## config.mk

```make
export PLATFORM = sky130hd
export DESIGN_NAME = uart_rx_deserializer
export DESIGN_NICKNAME = d
export VERILOG_FILES = /design/src/rtl/uart_globals_pkg.sv /design/src/rtl/uart_sync_2ff.sv /design/src/rtl/uart_rx_deserializer.sv
export SDC_FILE = /design/constraint.sdc
export NUM_CORES = 1
export LEC_CHECK = 0
export CORE_ASPECT_RATIO = 1.75
export CORE_MARGIN = 5
export CORE_UTILIZATION = 60
export CTS_CLUSTER_SIZE = 25
export DETAILED_ROUTE_END_ITERATION = 10
export PLACE_DENSITY_LB_ADDON = 0.25
export SYNTH_ARGS = -nofsm -noshare
export SYNTH_HDL_FRONTEND = slang
export SYNTH_SLANG_ARGS = --single-unit
```

## constraint.sdc

```tcl
create_clock -name pclk -period 4.6 [get_ports pclk]
set_input_delay 0.46 -clock pclk [delete_from_list [all_inputs] [get_ports pclk]]
set_output_delay 0.46 -clock pclk [all_outputs]
set_load 0.02 [all_outputs]
```

## src/rtl/uart_globals_pkg.sv

```systemverilog
// Shared UART definitions: character geometry, receiver state encoding and
// parity-mode type, plus the parity check used by the receiver.
package uart_globals_pkg;

  localparam int unsigned CHAR_LENGTH  = 8;
  localparam int unsigned OVERSAMPLING = 16;

  typedef enum logic [2:0] {IDLE, START, DATA, PARITY, STOP} uart_rx_state_e;

  typedef enum logic {EVEN, ODD} uart_parity_e;

  // True when the data bits and the received parity bit disagree with the
  // configured parity sense.
  function automatic logic parity_error(input logic         data_xor,
                                        input logic         sampled,
                                        input uart_parity_e mode);
    return (data_xor ^ sampled) != (mode == ODD);
  endfunction

endpackage

```

## src/rtl/uart_sync_2ff.sv

```systemverilog
// Two-flop synchronizer for a single asynchronous input bit.
module uart_sync_2ff #(
  parameter logic RESET_VALUE = 1'b1
) (
  input  logic clk,
  input  logic rst,
  input  logic d,
  output logic q
);

  logic meta_q;
  logic sync_q;

  // Two-stage capture of the asynchronous input.
  always_ff @(posedge clk or posedge rst) begin
    if (rst) begin
      meta_q <= RESET_VALUE;
      sync_q <= RESET_VALUE;
    end else begin
      meta_q <= d;
      sync_q <= meta_q;
    end
  end

  assign q = sync_q;

endmodule

```

## src/rtl/uart_rx_deserializer.sv

```systemverilog
// UART receive deserializer: oversamples rx on baud_tick, checks start,
// parity and stop bits, and presents characters on a valid/ready port.
module uart_rx_deserializer
  import uart_globals_pkg::*;
#(
  parameter int unsigned CHAR_LENGTH  = uart_globals_pkg::CHAR_LENGTH,
  parameter int unsigned OVERSAMPLING = uart_globals_pkg::OVERSAMPLING,
  parameter int unsigned PARITY_EN    = 0,
  parameter int unsigned PARITY_ODD   = 0
) (
  input  logic                   pclk,
  input  logic                   areset,
  input  logic                   baud_tick,
  input  logic                   rx,
  output logic [CHAR_LENGTH-1:0] rx_data,
  output logic                   rx_valid,
  input  logic                   rx_ready,
  output logic                   parity_err,
  output logic                   framing_err,
  output logic                   overrun_err
);

  localparam int unsigned CNT_W = $clog2(OVERSAMPLING);
  localparam int unsigned BIT_W = $clog2(CHAR_LENGTH + 1);

  localparam logic [CNT_W-1:0] HALF_LAST = CNT_W'(OVERSAMPLING / 2 - 1);
  localparam logic [CNT_W-1:0] FULL_LAST = CNT_W'(OVERSAMPLING - 1);
  localparam logic [BIT_W-1:0] LAST_BIT  = BIT_W'(CHAR_LENGTH - 1);
  localparam uart_parity_e     PAR_MODE  = (PARITY_ODD != 0) ? ODD : EVEN;

  logic rx_s;

  uart_sync_2ff #(
    .RESET_VALUE(1'b1)
  ) u_rx_sync (
    .clk (pclk),
    .rst (areset),
    .d   (rx),
    .q   (rx_s)
  );

  uart_rx_state_e         state_q, state_d;
  logic [CNT_W-1:0]       cnt_q, cnt_d;
  logic [BIT_W-1:0]       bit_q, bit_d;
  logic [CHAR_LENGTH-1:0] shift_q, shift_d;
  logic                   perr_pend_q, perr_pend_d;
  logic                   prev_q, prev_d;

  logic [CHAR_LENGTH-1:0] data_q, data_d;
  logic                   valid_q, valid_d;
  logic                   perr_q, perr_d;
  logic                   ferr_q, ferr_d;
  logic                   ovr_q, ovr_d;

  logic                   commit;
  logic                   commit_ferr;

  // Receive FSM: start validation, mid-bit sampling, parity and stop checks.
  // prev tracks rx_s on every tick, so after a low stop bit the line must be
  // seen high again before IDLE can detect another falling edge.
  always_comb begin
    state_d     = state_q;
    cnt_d       = cnt_q;
    bit_d       = bit_q;
    shift_d     = shift_q;
    perr_pend_d = perr_pend_q;
    prev_d      = prev_q;
    commit      = 1'b0;
    commit_ferr = 1'b0;
    if (baud_tick) begin
      prev_d = rx_s;
      unique case (state_q)
        IDLE: begin
          if (!rx_s && prev_q) begin
            cnt_d   = '0;
            state_d = START;
          end
        end
        START: begin
          if (cnt_q == HALF_LAST) begin
            cnt_d = '0;
            if (rx_s) begin
              state_d = IDLE;
            end else begin
              bit_d       = '0;
              perr_pend_d = 1'b0;
              state_d     = DATA;
            end
          end else begin
            cnt_d = cnt_q + 1'b1;
          end
        end
        DATA: begin
          if (cnt_q == FULL_LAST) begin
            cnt_d   = '0;
            shift_d = {rx_s, shift_q[CHAR_LENGTH-1:1]};
            bit_d   = bit_q + 1'b1;
            if (bit_q == LAST_BIT) begin
              state_d = (PARITY_EN != 0) ? PARITY : STOP;
            end
          end else begin
            cnt_d = cnt_q + 1'b1;
          end
        end
        PARITY: begin
          if (cnt_q == FULL_LAST) begin
            cnt_d       = '0;
            perr_pend_d = parity_error(^shift_q, rx_s, PAR_MODE);
            state_d     = STOP;
          end else begin
            cnt_d = cnt_q + 1'b1;
          end
        end
        STOP: begin
          if (cnt_q == FULL_LAST) begin
            cnt_d       = '0;
            commit      = 1'b1;
            commit_ferr = !rx_s;
            state_d     = IDLE;
          end else begin
            cnt_d = cnt_q + 1'b1;
          end
        end
        default: state_d = IDLE;
      endcase
    end
  end

  // Output holding register: load on commit when the slot is free or being
  // drained this cycle, otherwise drop the new character and flag overrun.
  always_comb begin
    data_d  = data_q;
    valid_d = valid_q;
    perr_d  = perr_q;
    ferr_d  = ferr_q;
    ovr_d   = 1'b0;
    if (commit) begin
      if (!valid_q || rx_ready) begin
        data_d  = shift_q;
        perr_d  = perr_pend_q;
        ferr_d  = commit_ferr;
        valid_d = 1'b1;
      end else begin
        ovr_d = 1'b1;
      end
    end else if (valid_q && rx_ready) begin
      valid_d = 1'b0;
    end
  end

  // State and output registers.
  always_ff @(posedge pclk or posedge areset) begin
    if (areset) begin
      state_q     <= IDLE;
      cnt_q       <= '0;
      bit_q       <= '0;
      shift_q     <= '0;
      perr_pend_q <= 1'b0;
      prev_q      <= 1'b1;
      data_q      <= '0;
      valid_q     <= 1'b0;
      perr_q      <= 1'b0;
      ferr_q      <= 1'b0;
      ovr_q       <= 1'b0;
    end else begin
      state_q     <= state_d;
      cnt_q       <= cnt_d;
      bit_q       <= bit_d;
      shift_q     <= shift_d;
      perr_pend_q <= perr_pend_d;
      prev_q      <= prev_d;
      data_q      <= data_d;
      valid_q     <= valid_d;
      perr_q      <= perr_d;
      ferr_q      <= ferr_d;
      ovr_q       <= ovr_d;
    end
  end

  assign rx_data     = data_q;
  assign rx_valid    = valid_q;
  assign parity_err  = perr_q;
  assign framing_err = ferr_q;
  assign overrun_err = ovr_q;

endmodule

```

==> key figures, run 1 <==
Floorplanning
  – IO Count: 17
  – Row cnt: 25
  – Core Area: ~2800 um^2
  – Die area: just over 4000 um^2
  – Die Wd: a little over 50 um
  – Die height: just over 80 um
  – Initial core utilization: a little over three fifths

Synth
  – Area leader, netlist: dfrtp_1
  – Commonest cells post-synth: dfrtp_1, mux2_2, nand2_1
  – Seq/Total Area, Yosys: 50.8%
  – Adder-Cell Fraction of Synth Area: 2.02%
  – Cell variety after synth: 43
  – Synth Area in XOR/XNOR: 5.56%
  – Post-synthesis compound-gate area fraction: under 10%
  – Mapped Area: approximately 1700 um^2
  – Synthesized instance count: around 150
  – Syn Area/Cell: approximately 12 um^2
  – Mapped Nets: about 150
  – Largest family of logic cells by synthesized area: multiplexers
  – Flops & latches, synth: 35
  – Post-synth top area share: ~46%
  – Post-synth EDFFs: 0
  – Leading post-synthesis cells by cell area: dfrtp_1, mux2_2, xnor2_1, dfstp_2, nand2_1
  – YS warnings: 0
  – Mux share of post-synthesis cell area: approximately 15%
  – Fraction of registers with async set/reset: between 90% and 100%
  – Synth Flop Type: dfrtp_1
  – Post-Synth Simple-Gate Area: approximately 13%
  – Top-count cell post-synth: dfrtp_1

Run status
  – Status: finished, final reports clean

Clock network
  – Clk_lat worst skew: 290 ps
  – Clock sinks: 35
  – Num CTS Buffers: 5
  – Post-CTS Hold Buffers: 0
  – CTS Root Cell: clkbuf_8
  – Post-CTS setup buffers: 0
  – Post_cts resized: 0
  – CTS tree: built
  – Clock tree buffer depth: 2
  – Clock-pin slew on the worst setup and hold paths: ~70 ps
  – Htree depth: 2

Critical path
  – R2r startpoint: cnt_q[0]
  – R2R Setup Slk: roughly 2200 ps
  – Max stage delay on crit path: between 700 and 800 ps
  – CP Max Fanout: 11
  – CP Capture Type: flop
  – CP required: between 4000 and 5000 ps
  – WP data arrival: roughly 2600 ps
  – CP startpoint kind: flop
  – Crit. Startpoint: cnt_q[0]
  – Slowest CP cell: nor2b_1
  – Crit path cell chain: ha_1, and3_1, nand4_1, nor2b_1, mux2_2
  – WS Path Type: reg2reg

GRT
  – GRT Util Overall: between 10% and 20%
  – Antenna violations before repair: 0
  – Total congestion overflow: 0
  – Largest net degree at the start of global routing: 36
  – Number of global-route vias before repair: 1250
  – First-pass GRT wire length: around 5700 um

Layout
  – Final core occ: 71.8%
  – Area of the multi-input gates: around 780 um^2
  – FF/Latch Area: about 880 um^2
  – Antenna diodes: 0
  – Layout area overhead: 14.1%
  – Share of layout cells above drive strength 1: 23.2%
  – Filler cells: 202
  – Nets: 170
  – Fin area: ~2000 um^2

Power
  – Power share of the clock group: between 20% and 30%
  – Switching pwr: 271 uW
  – Sw Ratio: 31.7%
  – Seq pwr share: between 40% and 50%
  – Pint: slightly below 600 uW
  – Leak Pwr: ~0.00089 uW
  – Power per Cell Area: between 400 and 500 nW/um^2
  – Comb power frac: between 20 and 25%
  – Peak VDD IR: about 0.34 mV

Flow run
  – Max Cap Viol: 0

Timing
  – Tightest Pin Transition: between 900 and 1000 ps
  – Clock skew: roughly 9.8 ps
  – Final setup viols: 0
  – Tmin final: between 2000 and 2500 ps
  – Fin Setup TNS: 0 ps
  – Highest clock rate: about 420 MHz
  – Final Hold Fails: 0
  – Rel. slew slack: between 30% and 40%
  – Unrepaired setup endpoints after global routing: no
  – Final period util: 52.0%
  – Pins Over Slew Limit: 0
  – Final setup margin: between 2000 and 2500 ps
  – WHS: roughly 360 ps

Placement
  – # port buffers: 16
  – DP Worst Slack: roughly 1900 ps
  – GP Congestion: 0.824
  – Placed inst area: between 1500 and 2000 um^2
  – Detailed Place HPWL: 2290 um

Drt
  – Iteration count of the initial detailed-routing pass: 4
  – DR vias/cell: slightly above 6
  – Vias: between 1000 and 1500
  – Initial DRC count: 22
  – WL final: about 3200 um
  – Residual DRC: 0
  – WL/cell: between 15 and 20 um
  – Antenna Nets Post-Route: 0

Min path
  – Hold Path Class: reg2reg
  – HP Start: u_rx_sync.meta_q
placed cells by master, fill, tap and decap left out, types with 2 or more instances in the layout:
| master | n |
|---|---|
| a21o_1 | 2 |
| a21oi_1 | 3 |
| and3_1 | 2 |
| clkbuf_8 | 7 |
| clkdlybuf4s50_1 | 16 |
| dfrtp_1 | 32 |
| dfstp_2 | 3 |
| ha_1 | 2 |
| inv_1 | 4 |
| mux2_2 | 21 |
| mux2i_1 | 2 |
| nand2_1 | 11 |
| nand2b_1 | 2 |
| nand4_1 | 2 |
| nor2_1 | 9 |
| nor2b_1 | 2 |
| nor3_1 | 3 |
| o21ai_0 | 6 |
| xnor2_1 | 10 |
cell families (layout without fill, tap and decap cells):
kind of cell | count (synthesis) | in the layout
simple gates | 41 | 41
flops | 35 | 35
mux | 23 | 23
compound gates | 22 | 22
buf+inv | 12 | 29
xor+xnor | 11 | 11
fa+ha+maj | 3 | 3
layout make-up:
| class | count | share of cell area [%] |
|---|---|---|
| well taps | 27 | 1.71 |
| flip-flops and latches | 35 | 44.5 |
| repair buffers | 17 | 8.48 |
| inverters | 4 | 0.759 |
| clock buffers | 8 | 5.06 |
| multi-input cells | 100 | 39.5 |
power by group through the flow:
stage	Combinational, uW	Sequential [uW]	Clock (uW)
floorplan	206	371	0
global placement	197	403	0
detailed placement	208	408	0
CTS	209	403	249
global route	229	410	266
finish	207	404	244
critical path: cells and delay by family, from the launching register on:
kind	cells	cell delay, ps
adders and majority gates	1	240
DFF	1	390
muxes	1	420
and+or+nand+nor	3	1210
state kept, by name, summed over array words and instances (netlist names), 3 cells and up:
| register | cells |
|---|---|
| shift_q | 8 |
| bit_q | 4 |
| state_q | 3 |
| rx_data | 8 |
| cnt_q | 4 |
worst paths after layout:
check | end | cells past startpoint
min in group asynchronous | framing_err | 3
hold reg to reg | u_rx_sync.q | 0
hold / removal | u_rx_sync.q | 0
max in group asynchronous | u_rx_sync.meta_q | 3
setup reg to reg | rx_data[7] | 5
setup / recovery | rx_data[7] | 5
metrics by stage:
step / instances / total power, uW
after global placement: 183 / 600
after floorplan: 147 / 578
final: 191 / 855
after detailed placement: 183 / 616
after global routing: 191 / 905
after CTS: 191 / 861
per-layer routing:
metal	track usage, %	part of all wire (%)
met5	0	0
met2	31.5	57
met1	20.4	38
met3	4.04	2.7
met4	9.46	2.4
Note: power is estimated with default switching activity, not from simulation.
==> run 2: changes to the inputs <==
--- a/config.mk
+++ b/config.mk
@@ -7,7 +7,7 @@
 export LEC_CHECK = 0
 export CORE_ASPECT_RATIO = 1.75
 export CORE_MARGIN = 5
-export CORE_UTILIZATION = 60
+export CORE_UTILIZATION = 56
 export CTS_CLUSTER_SIZE = 25
 export DETAILED_ROUTE_END_ITERATION = 10
 export PLACE_DENSITY_LB_ADDON = 0.25
==> constraint.sdc (replaced) <==
create_clock -name pclk -period 2.4 [get_ports pclk]
set_input_delay 0.24 -clock pclk [delete_from_list [all_inputs] [get_ports pclk]]
set_output_delay 0.24 -clock pclk [all_outputs]
set_load 0.02 [all_outputs]
==> key figures, run 2 (same netlist as run 1, synthesis figures left out) <==
Drt
  – Vias: 1166 (unchanged)
  – DR vias/cell: 5.63 (-7.7%)
  – WL final: 3180 um (-0.38%)
  – WL/cell: 15.4 um (-8.1%)
  – Residual DRC: 0 (unchanged)
  – Initial DRC count: 32 (+45%)
  – Antenna Nets Post-Route: 0 (unchanged)
  – Iteration count of the initial detailed-routing pass: 4 (unchanged)

Clock network
  – Clock sinks: 35 (unchanged)
  – Post_cts resized: 0 (unchanged)
  – Num CTS Buffers: 5 (unchanged)
  – Htree depth: 2 (unchanged)
  – CTS tree: built
  – CTS Root Cell: clkbuf_8
  – Post-CTS Hold Buffers: 0 (unchanged)
  – Clock tree buffer depth: 2 (unchanged)
  – Clock-pin slew on the worst setup and hold paths: 80 ps (about the same)
  – Clk_lat worst skew: 280 ps (about the same)
  – Post-CTS setup buffers: 0 (unchanged)

Placement
  – GP Congestion: 0.828 (+0.46%)
  – DP Worst Slack: 390 ps (-1540 ps)
  – Placed Cells: 199 (+8.7%)
  – Detailed Place HPWL: 2290 um (+0.12%)
  – # port buffers: 16 (unchanged)

Floorplanning
  – IO Count: 17 (unchanged)
  – Initial core utilization: 58.5% (-4.4 points)
  – Die Wd: 52.1 um (+2.8%)
  – Core Area: 2960 um^2 (+7.5%)
  – Die area: 4350 um^2 (+6.0%)
  – Row cnt: 26 (+4.0%)
  – Die height: 83.6 um (+3.1%)

GRT
  – GRT Util Overall: 17.5% (-0.75 points)
  – Total congestion overflow: 0 (unchanged)
  – Number of global-route vias before repair: 1324 (+5.9%)
  – Largest net degree at the start of global routing: 36 (unchanged)
  – Antenna violations before repair: 0 (unchanged)
  – First-pass GRT wire length: 5880 um (+3.4%)

Critical path
  – WS Path Type: reg2reg
  – Crit. Startpoint: state_q[1]
  – CP startpoint kind: flop
  – CP Capture Type: flop
  – CP required: 2550 ps (-2220 ps)
  – CP Max Fanout: 15 (+4)
  – WP data arrival: 2140 ps (-420 ps)
  – R2r startpoint: state_q[1]

Timing
  – WHS: 347 ps (-10.5 ps)
  – Tightest Pin Transition: 483 ps (-451 ps)
  – Fin Setup TNS: 0 ps (unchanged)
  – Final setup viols: 0 (unchanged)
  – Pins Over Slew Limit: 0 (unchanged)
  – Clock skew: 12.4 ps (+2.59 ps)
  – Final setup margin: 416 ps (-1790 ps)
  – Tmin final: 1980 ps (-407 ps)
  – Rel. slew slack: 67.8% (+30 points)
  – Final Hold Fails: 0 (unchanged)
  – Unrepaired setup endpoints after global routing: no
  – Highest clock rate: 504 MHz (+20%)
  – Final period util: 82.7% (+31 points)

Power
  – Leak Pwr: 0.000897 uW (+0.61%)
  – Power per Cell Area: 812 nW/um^2 (+88%)
  – Peak VDD IR: 0.737 mV (+120%)

Layout
  – Nets: 171 (+0.59%)
  – Share of layout cells above drive strength 1: 23.6% (+0.47 points)
  – Antenna diodes: 0 (unchanged)
  – Area of the multi-input gates: 781 um^2 (unchanged)
  – Filler cells: 228 (+13%)
  – Layout area overhead: 15.6%
  – Commonest cells after routing, fill and taps aside: dfrtp_1, mux2_2, clkdlybuf4s50_1
  – Leading cell type in the layout, fill and taps excluded: dfrtp_1
  – Cell Count, Final, Fillers Out: 207 (+8.4%)
  – FF/Latch Area: 880 um^2 (unchanged)

Flow run
  – Max Cap Viol: 0 (unchanged)

Min path
  – Hold Path Class: in2async

Run status
  – Status: finished, final reports clean
-- run 2: cell count changes in the layout (fill, tap and decap cells not counted) --
cell   change
buf_4      +1
-- run 2: path summary, 6_finish.rpt --
| kind | end | slack [ps] | cells past startpoint |
|---|---|---|---|
| setup / recovery | shift_q[7] | 420 | 4 |
| hold / removal | shift_q[6] | 350 | 3 |
| setup reg to reg | shift_q[7] | 420 | 4 |
| hold reg to reg | u_rx_sync.q | 360 | 0 |
| max in group asynchronous | u_rx_sync.meta_q | 1710 | 3 |
| min in group pclk | u_rx_sync.q | 360 | 0 |
-- run 2: layout make-up --
cell class | count | share of cell area (%)
timing repair buffer | 18 | 8.74
clock buffer | 8 | 5.00
inverter | 4 | 0.750
sequential | 35 | 43.9
tap | 42 | 2.62
multi-input combinational | 100 | 39.0
-- run 2: metrics by stage --
step / area [um^2] / utilization (%) / total power (uW)
global route: 2000 / 67.7 / 1730
detailed placement: 1900 / 64.3 / 1180
floorplan: 1730 / - / 1110
global placement: 1900 / 64.3 / 1150
finish: 2000 / 67.7 / 1630
CTS: 2000 / 67.7 / 1640
-- run 2: where the power goes --
part	internal, uW	switching [uW]	total, uW
sequential	654	121	776
clock	262	196	458
combinational	202	190	393
total	1120	508	1630
-- run 2: critical path: stages (launching register included) --
cell	delay [ps]
dfrtp_1	650
nand2b_1	190
nor2_1	160
and3_1	460
mux2_2	390
-- run 2: routing by layer --
layer | part of all wire [%] | GRT usage, % | vias to the layer above
met5 | 0 | 0 | -
met4 | 1.3 | 6.21 | 0
met3 | 2.9 | 4.65 | 7
met2 | 57 | 31.5 | 26
met1 | 39 | 18.5 | 583
li1 | - | - | 550
